## src/rtl/spi_fsm.sv

```systemverilog
// Transaction controller for the SPI memory datapath: address+R/W frame, then one write or read byte.
// Optional burst mode (auto-increment, repeated data bytes) is enabled by defining SPI_FSM_BURST_EN.
module spi_fsm #(
    parameter int WIDTH = 8
) (
    input  logic clk,
    input  logic reset,
    input  logic cs_n,
    input  logic sclk_rise,
    input  logic rw_bit,
    output logic sr_pclk,
    output logic sr_pload,
    output logic addr_we,
    output logic dm_we,
    output logic miso_bufe,
    output logic addr_inc,
    output logic busy
);

    localparam int CW = $clog2(WIDTH + 1);
    localparam logic [CW-1:0] LAST_BIT = CW'(WIDTH - 1);

    typedef enum logic [3:0] {
        IDLE,
        GET_ADDR,
        GOT_ADDR,
        READ_WAIT,
        READ_LOAD,
        READ_SEND,
        WRITE_GET,
        WRITE_COMMIT,
        BURST_INC,
        DONE
    } state_t;

    state_t state;
    state_t nextState;
    logic [CW-1:0] bitCount;
    logic [CW-1:0] nextCount;
    logic shifting;
`ifdef SPI_FSM_BURST_EN
    logic burstRead;
`endif

    // Shift enable is the only combinational output; a deasserting cs_n suppresses it.
    assign shifting = (state == GET_ADDR) || (state == READ_SEND) || (state == WRITE_GET);
    assign sr_pclk  = sclk_rise & ~cs_n & shifting;

    always_comb begin
        nextState = state;
        nextCount = bitCount;
        if (state != IDLE && cs_n) begin
            nextState = IDLE;
            nextCount = '0;
        end else begin
            case (state)
                IDLE: begin
                    if (!cs_n) begin
                        nextState = GET_ADDR;
                        nextCount = '0;
                    end
                end
                GET_ADDR, WRITE_GET, READ_SEND: begin
                    if (sr_pclk) begin
                        if (bitCount == LAST_BIT) begin
                            nextCount = '0;
                            if (state == GET_ADDR) begin
                                nextState = GOT_ADDR;
                            end else if (state == WRITE_GET) begin
                                nextState = WRITE_COMMIT;
                            end else begin
`ifdef SPI_FSM_BURST_EN
                                nextState = BURST_INC;
`else
                                nextState = DONE;
`endif
                            end
                        end else begin
                            nextCount = bitCount + CW'(1);
                        end
                    end
                end
                GOT_ADDR: begin
                    nextState = rw_bit ? READ_WAIT : WRITE_GET;
                    nextCount = '0;
                end
                READ_WAIT: nextState = READ_LOAD;
                READ_LOAD: begin
                    nextState = READ_SEND;
                    nextCount = '0;
                end
                WRITE_COMMIT: begin
`ifdef SPI_FSM_BURST_EN
                    nextState = BURST_INC;
`else
                    nextState = DONE;
`endif
                end
                BURST_INC: begin
`ifdef SPI_FSM_BURST_EN
                    nextState = burstRead ? READ_WAIT : WRITE_GET;
                    nextCount = '0;
`else
                    nextState = IDLE;
`endif
                end
                DONE:    nextState = DONE;
                default: nextState = IDLE;
            endcase
        end
    end

    // Outputs are registered from the next state, so they track the current state exactly.
    always_ff @(posedge clk) begin
        if (reset) begin
            state     <= IDLE;
            bitCount  <= '0;
            sr_pload  <= 1'b0;
            addr_we   <= 1'b0;
            dm_we     <= 1'b0;
            miso_bufe <= 1'b0;
            addr_inc  <= 1'b0;
            busy      <= 1'b0;
`ifdef SPI_FSM_BURST_EN
            burstRead <= 1'b0;
`endif
        end else begin
            state     <= nextState;
            bitCount  <= nextCount;
            sr_pload  <= (nextState == READ_LOAD);
            addr_we   <= (nextState == GOT_ADDR);
            dm_we     <= (nextState == WRITE_COMMIT);
            miso_bufe <= (nextState == READ_SEND);
            busy      <= (nextState != IDLE);
`ifdef SPI_FSM_BURST_EN
            addr_inc  <= (nextState == BURST_INC);
            if (state == GOT_ADDR) begin
                burstRead <= rw_bit;
            end
`else
            addr_inc  <= 1'b0;
`endif
        end
    end

endmodule

```

## config.mk

```make
export PLATFORM = sky130hd
export DESIGN_NAME = spi_fsm
export DESIGN_NICKNAME = d
export VERILOG_FILES = /design/src/rtl/spi_fsm.sv
export SDC_FILE = /design/constraint.sdc
export NUM_CORES = 1
export LEC_CHECK = 0
export ABC_AREA = 1
export BUFFER_PORTS_ARGS = -buffer_cell sky130_fd_sc_hd__buf_4
export CORE_MARGIN = 1
export CORE_UTILIZATION = 58
export CTS_CLUSTER_SIZE = 30
export DETAILED_ROUTE_END_ITERATION = 10
export GPL_ROUTABILITY_DRIVEN = 0
export PLACE_DENSITY = 0.83
export SYNTH_ARGS = -nofsm -noshare
export SYNTH_HDL_FRONTEND = slang
export SYNTH_SLANG_ARGS = --single-unit
```

## constraint.sdc

```tcl
create_clock -name clk -period 3.8 [get_ports clk]
set_input_delay 0.19 -clock clk [delete_from_list [all_inputs] [get_ports clk]]
set_output_delay 0.19 -clock clk [all_outputs]
set_load 0.005 [all_outputs]
```

==> run_results.csv, run 1 <==
group,metric,value,unit
run_status,status,"completed",
global_routing,grt_pass1_wl,2680,µm
detailed_routing,first_pass_iters,6,
floorplan,dieArea,1560,µm²
yosys,syn_nets,121,
pwr,p_leak,0.000474,µW
yosys,synth.mux.area_fraction,0,%
detailed_routing,wl,1660,µm
sta,final.setup_skew,0.00404,ns
pwr,internal-power,194,µW
sta,hold_viol_final,0,
sta,drv_slew,0,
pwr,power.switching,80.1,µW
sta,min_period,1.63,ns
floorplan,dieWidth,39.5,µm
yosys,synth_cells,115,
floorplan,row_count,13,
yosys,yosys_warnings,0,
pwr,p_comb_share,15.5,%
yosys,synth.avg_cell_area,7.08,µm²
detailed_routing,wire_per_inst,11.6,µm
placed_design,dp_hpwl,1330,µm
pwr,ir_drop,0.224,mV
setup_path,worst_ep_required_time,4.00,ns
sta,grt_setup_unrepaired,"false",
global_routing,grt_usage,26.1,%
cells_and_area,nets,135,
pwr,cellPowerDensity,295,nW/µm²
hold_path,min_path_cells,2,
setup_path,ff2ff_path_depth,8,
run,max_cap_violations,0,
pwr,clockPowerShare,32.8,%
clocking,cts_setup_buffers,0,
cells_and_area,syn2layout_area_growth,14.0,%
sta,fmax,0.614,GHz
clocking,root_buffer,"clkbuf_4",
floorplan,coreArea,1300,µm²
yosys,synth_seq_cells,13,
setup_path,critPathKind,"register to register",
sta,setup_tns,0,ns
pwr,pwr-share-seq,51.6,%
setup_path,crit_fanout,5,
detailed_routing,ant_nets,0,
floorplan,boundaryPins,12,
sta,timing.hold.ws,0.0977,ns
pwr,finalPower,274,µW
yosys,ys_seq_area_share,32.0,%
cells_and_area,diodes,0,
detailed_routing,drt_iter0_drc,24,
sta,period_share,42.9,%
clocking,cts_tree,"built",
yosys,synth_cell_types,26,
placed_design,io_buffer_count,10,
setup_path,worst_setup_path_end_kind,"register",
cells_and_area,drive_gt1_share,31.3,%
yosys,yosys.area_share.adder,1.54,%
sta,setup_viol,0,
clocking,clockBufferDepth,2,
yosys,synth_compound_area_share,11.2,%
detailed_routing,vias,733,
yosys,synth_top_family_by_area,"simple AND/OR/NAND/NOR gates",
yosys,syn_area,815,µm²
clocking,clkLatencyLatePin,0.29,ns
clocking,clk_pin_slew,0.08,ns
cells_and_area,final_core_util,71.3,%
cells_and_area,final_area,928,µm²
floorplan,die_y,39.5,µm
setup_path,crit_arrival,1.82,ns
detailed_routing,drc,0,
clocking,postCtsHoldBufs,0,
setup_path,startpoint_type,"register",
pwr,swShare,29.3,%
clocking,cts_made_buffers,3,
cells_and_area,fill_cells,117,
yosys,synth_xor_area_share,1.08,%
global_routing,grt_pass1_vias,685,
global_routing,grt_max_degree,9,
clocking,h-tree-depth,1,
hold_path,worstHoldPathType,"primary input to register",
yosys,synthSimpleGateAreaFrac,44.1,%
clocking,ctsResizeCount,0,
clocking,clock_sinks,13,
placed_design,dpl_cell_area,901,µm²
global_routing,overflow,0,
detailed_routing,drt-vias-per-instance,5.13,
global_routing,grt_antenna_before_repair,0,
floorplan,floorplan.initialDensity,62.6,%
==> power by group through the flow <==
stage / Combinational, µW / Clock, µW / Sequential (µW)
after global routing: 46.8 / 97.8 / 142
after detailed placement: 42.3 / 0 / 145
after global placement: 40.7 / 0 / 144
final: 42.6 / 89.9 / 141
after floorplan: 31.3 / 0 / 144
after CTS: 42.3 / 91.9 / 141
==> critical path: stages, from the launching register on <==
cell      delay, ns
dfxtp_1        0.39
ha_1           0.21
nand3_1        0.19
o211ai_1       0.23
nand2_1        0.11
o21ai_1        0.21
nand3_2        0.09
nand2_1        0.07
inv_1          0.04
==> through the flow <==
stage	std cells	setup slack [ns]
finish	143	2.17
global route	143	2.04
CTS	143	2.19
detailed placement	139	2.21
global placement	139	2.24
floorplan	115	2.40
==> flip-flops by register name, indices dropped and copies added, names as in the netlist <==
register	flops
bitCount	4
dm_we	1
busy	1
addr_we	1
state	4
sr_pload	1
miso_bufe	1
==> area by class of cell <==
| cell class | instances | area, µm² | share of cell area (%) |
|---|---|---|---|
| multi-input combinational | 82 | 475 | 51.2 |
| sequential | 13 | 260 | 28.0 |
| timing repair buffer | 10 | 75.1 | 8.09 |
| inverter | 19 | 71.3 | 7.68 |
| clock buffer | 3 | 22.5 | 2.43 |
| tap | 15 | 18.8 | 2.02 |
| clock inverter | 1 | 5.00 | 0.539 |
==> layer usage <==
metal  GRT usage (%)  routed length (µm)  vias up
li1                -                   -      384
met1            28.1                 704      323
met2            45.1                 850       20
met3            10.2                  88        6
met4            9.48                  19        0
met5               0                   0        -
==> logic make-up (layout without fill, tap and decap cells) <==
logic type      count (synthesis)  count (layout)
flops                          13              13
simple gates                   65              65
compound gates                 14              14
fa+ha+maj                       1               1
other cells                     1               1
buf+inv                        20              33
xor+xnor                        1               1
==> cells in the mapped netlist <==
cell type	instances	area [µm²]
dfxtp_1	13	260
and2_1	1	6.26
nor3_1	2	10.0
o21ai_0	2	10.0
a21oi_1	3	15.0
nand2_1	24	90.1
inv_1	14	52.6
nor3b_1	1	7.51
nor3_2	2	20.0
o21ai_1	5	25.0
buf_4	1	7.51
xor2_1	1	8.76
a21oi_2	1	8.76
nor2_1	11	41.3
conb_1	1	3.75
nand3_1	8	40.0
ha_1	1	12.5
nor2_2	4	25.0
nand2_2	3	18.8
nor3b_2	2	25.0
nand3_2	3	30.0
o21ai_2	1	8.76
a21oi_4	1	16.3
o211ai_1	1	7.51
inv_2	5	18.8
nand2_4	4	45.0
==> path summary, 6_finish.rpt <==
check	startpoint	to	slack, ns
worst min-delay path	reset	state[3]$_SDFF_PP0_	0.1
worst min register to register	bitCount[2]$_SDFFE_PP0P_	bitCount[2]$_SDFFE_PP0P_	0.51
worst max-delay path	bitCount[0]$_SDFFE_PP0P_	busy$_SDFF_PP0_	2.17
worst max register to register	bitCount[0]$_SDFFE_PP0P_	busy$_SDFF_PP0_	2.17
==> cells in the final DEF, fill, tap and decap left out <==
cell type  synthesis  layout
clkbuf_4           0       3
and2_1             1       1
o21ai_2            1       1
nor3_1             2       2
nor3b_1            1       1
inv_2              5       5
o21ai_0            2       2
dfxtp_1           13      13
o211ai_1           1       1
buf_4              1      10
ha_1               1       1
nor2_1            11      11
a21oi_1            3       3
nand2_1           24      24
nor2_2             4       4
nor3b_2            2       2
clkinv_2           0       1
a21oi_4            1       1
inv_1             14      14
a21oi_2            1       1
nand2_4            4       4
xor2_1             1       1
nand3_1            8       8
o21ai_1            5       5
nand3_2            3       3
nor3_2             2       2
nand2_2            3       3
conb_1             1       1
(Power assumes the default switching activity.)
==> inputs of run 2 (changes only) <==
Settings changed: ABC_AREA 1 to 0, CORE_UTILIZATION 58 to 48, PLACE_DENSITY 0.83 to 0.74.
Clock period 3.8 ns to 1.3 ns, I/O delays scaled along.
==> run 2 against run 1 <==
Compared with the run above: the flow now finishes with violations (negative setup slack); non-clock buffer count increased by 31; total power increased to 3.0 times the previous value; synthesized area fell by 6.3%; first-iteration DRC count decreased by 29%; via count rose by 20%; largest cell class unchanged; largest power group unchanged.
==> run_results.csv, run 2 <==
group,metric,value,unit
yosys,synth_most_common_cell,"dfxtp_1",
clocking,clock_sinks,13,
cells_and_area,fill_cells,77,
yosys,ys_seq_area_share,34.1,%
sta,worst_slew_margin_rel,65.7,%
pwr,cellPowerDensity,674,nW/µm²
setup_path,critPathKind,"register to register",
sta,min_period,1.71,ns
sta,setup_ws,-0.414,ns
cells_and_area,diodes,0,
clocking,h-tree-depth,1,
global_routing,grt_max_degree,11,
floorplan,row_count,14,
clocking,cts_made_buffers,3,
yosys,synth.avg_cell_area,8.03,µm²
cells_and_area,final_core_util,82.2,%
global_routing,grt_pass1_vias,848,
yosys,synth_cell_types,40,
pwr,ir_drop,0.736,mV
floorplan,dieArea,1750,µm²
placed_design,io_buffer_count,10,
cells_and_area,reg_top3,"bitCount x4, state x4",
yosys,ys.flop_type,"dfxtp_1",
floorplan,coreArea,1490,µm²
setup_path,worst_ep_required_time,1.52,ns
clocking,clockBufferDepth,2,
clocking,clk_pin_slew,0.09,ns
cells_and_area,final_cell_mix,"buf_4, dfxtp_1, nand2_1",
setup_path,ff2ff_setup_slack,-0.41,ns
sta,fmax,0.583,GHz
floorplan,boundaryPins,12,
detailed_routing,vias,879,
hold_path,worstHoldPathType,"primary input to register",
cells_and_area,drive_gt1_share,55.3,%
yosys,yosys-top-cells-area,"dfxtp_1, nor2_1, nor2b_1, nand2_1, xnor2_1",
clocking,root_buffer,"clkbuf_4",
yosys,syn_nets,101,
sta,tightest_slew,0.513,ns
global_routing,overflow,0,
yosys,yosys_warnings,0,
global_routing,grt_usage,28.6,%
detailed_routing,first_pass_iters,4,
sta,setup_viol,12,
cells_and_area,final_area,1220,µm²
yosys,synthArstFlopShare,0,%
yosys,synth_edf_count,0,
sta,final.setup_skew,0.00939,ns
global_routing,grt_pass1_wl,3750,µm
placed_design,dp_hpwl,1420,µm
yosys,yosys.area.top_type,"dfxtp_1",
detailed_routing,drt-vias-per-instance,5.94,
floorplan,die_y,41.9,µm
sta,hold_viol_final,0,
yosys,syn_area,763,µm²
sta,timing.hold.ws,0.0188,ns
cells_and_area,syn2layout_area_growth,60.3,%
detailed_routing,drc,0,
floorplan,floorplan.initialDensity,51.3,%
yosys,synth_common_cells,"dfxtp_1, nor2_1, nand2_1",
global_routing,grt_antenna_before_repair,0,
setup_path,crit_arrival,1.93,ns
detailed_routing,wire_per_inst,16.9,µm
cells_and_area,final_common_cell,"buf_4",
sta,drv_slew,0,
run,max_cap_violations,0,
detailed_routing,wl,2500,µm
clocking,clkLatencyLatePin,0.28,ns
yosys,netlist.area_leader.share,34.1,%
setup_path,startpoint_type,"register",
detailed_routing,ant_nets,0,
setup_path,crit_fanout,3,
placed_design,post-place-ws,-0.368,ns
sta,setup_tns,-3.38,ns
run_status,violations,"negative setup slack",
setup_path,worst_setup_path_end_kind,"register",
floorplan,dieWidth,41.9,µm
clocking,cts_tree,"built",
sta,grt_setup_unrepaired,"true",
cells_and_area,nets,139,
run_status,status,"complete, but fails checks",
pwr,p_leak,0.000525,µW
placed_design,dpl_cell_area,1020,µm²
yosys,synth_seq_cells,13,
detailed_routing,drt_iter0_drc,17,
yosys,synth_cells,95,
sta,period_share,132,%
==> run 2: changes by cell type after synthesis, sizes merged, moves of 3 or more <==
cell	delta
buf	+4
nand2	-23
xnor2	+3
inv	-15
nor2b	+5
or3	+5
clkbuf	+3
nor2	-6
o21ai	-5
nand3	-9
==> run 2: layer usage <==
metal  track usage (%)  vias to the layer above  share of wire [%]
met1              36.8                      407                 42
met2              46.9                       50                 48
met3              1.74                       14                5.9
met5                 0                        -                  0
li1                  -                      408                  -
met4              16.8                        0                3.8
==> run 2: cell type report <==
cell class,instances,area (µm²),share of cell area (%)
multi-input combinational,69,553,45.2
tap,16,20.0,1.64
sequential,13,273,22.3
clock buffer,4,26.3,2.15
timing repair buffer,41,332,27.1
inverter,5,20.0,1.64
==> run 2: where the power goes <==
part	leakage [µW]	total [µW]	switching [µW]	internal [µW]
clock network	0.0000150	253	134	119
registers	0.000108	408	7.29	401
logic	0.000401	164	75.2	88.4
==> run 2: cells by family after synthesis <==
group                    after synthesis  share of synthesized area, %
AO/OA/AOI/OAI                         23                          23.0
XOR/XNOR                               4                          4.59
adder cells (fa/ha/maj)                1                          1.64
buffers and inverters                 13                          8.19
flip-flops                            13                          34.1
other                                  1                         0.491
AND/OR/NAND/NOR                       40                          28.0
==> run 2: final timing paths <==
check / startpoint / end / cells after the start
worst max-delay path: state[0]$_SDFF_PP0_ / sr_pload$_SDFF_PP0_ / 6
worst min-delay path: reset / state[0]$_SDFF_PP0_ / 2
worst max register to register: state[0]$_SDFF_PP0_ / sr_pload$_SDFF_PP0_ / 6
worst min register to register: state[2]$_SDFF_PP0_ / state[3]$_SDFF_PP0_ / 3
==> run 2: worst max-delay path, stage by stage (launching register included) <==
cell	delay, ns
dfxtp_4	0.37
xnor2_2	0.13
or3_4	0.32
o211a_1	0.25
or3_4	0.36
clkinv_2	0.06
o311a_1	0.18
==> run 2: timing repair <==
item                                    CTS  global route
endpoints found under the setup margin   13            13
buffers inserted                          5             0
pin swaps                                 6             4
hold buffers                              0             0
cloned                                    1             0
resized for setup                        22            17
==> run 2: stage by stage <==
stage	power [µW]	std cells
floorplan	490	95
global placement	539	138
detailed placement	542	138
CTS	807	148
global route	859	148
finish	825	148
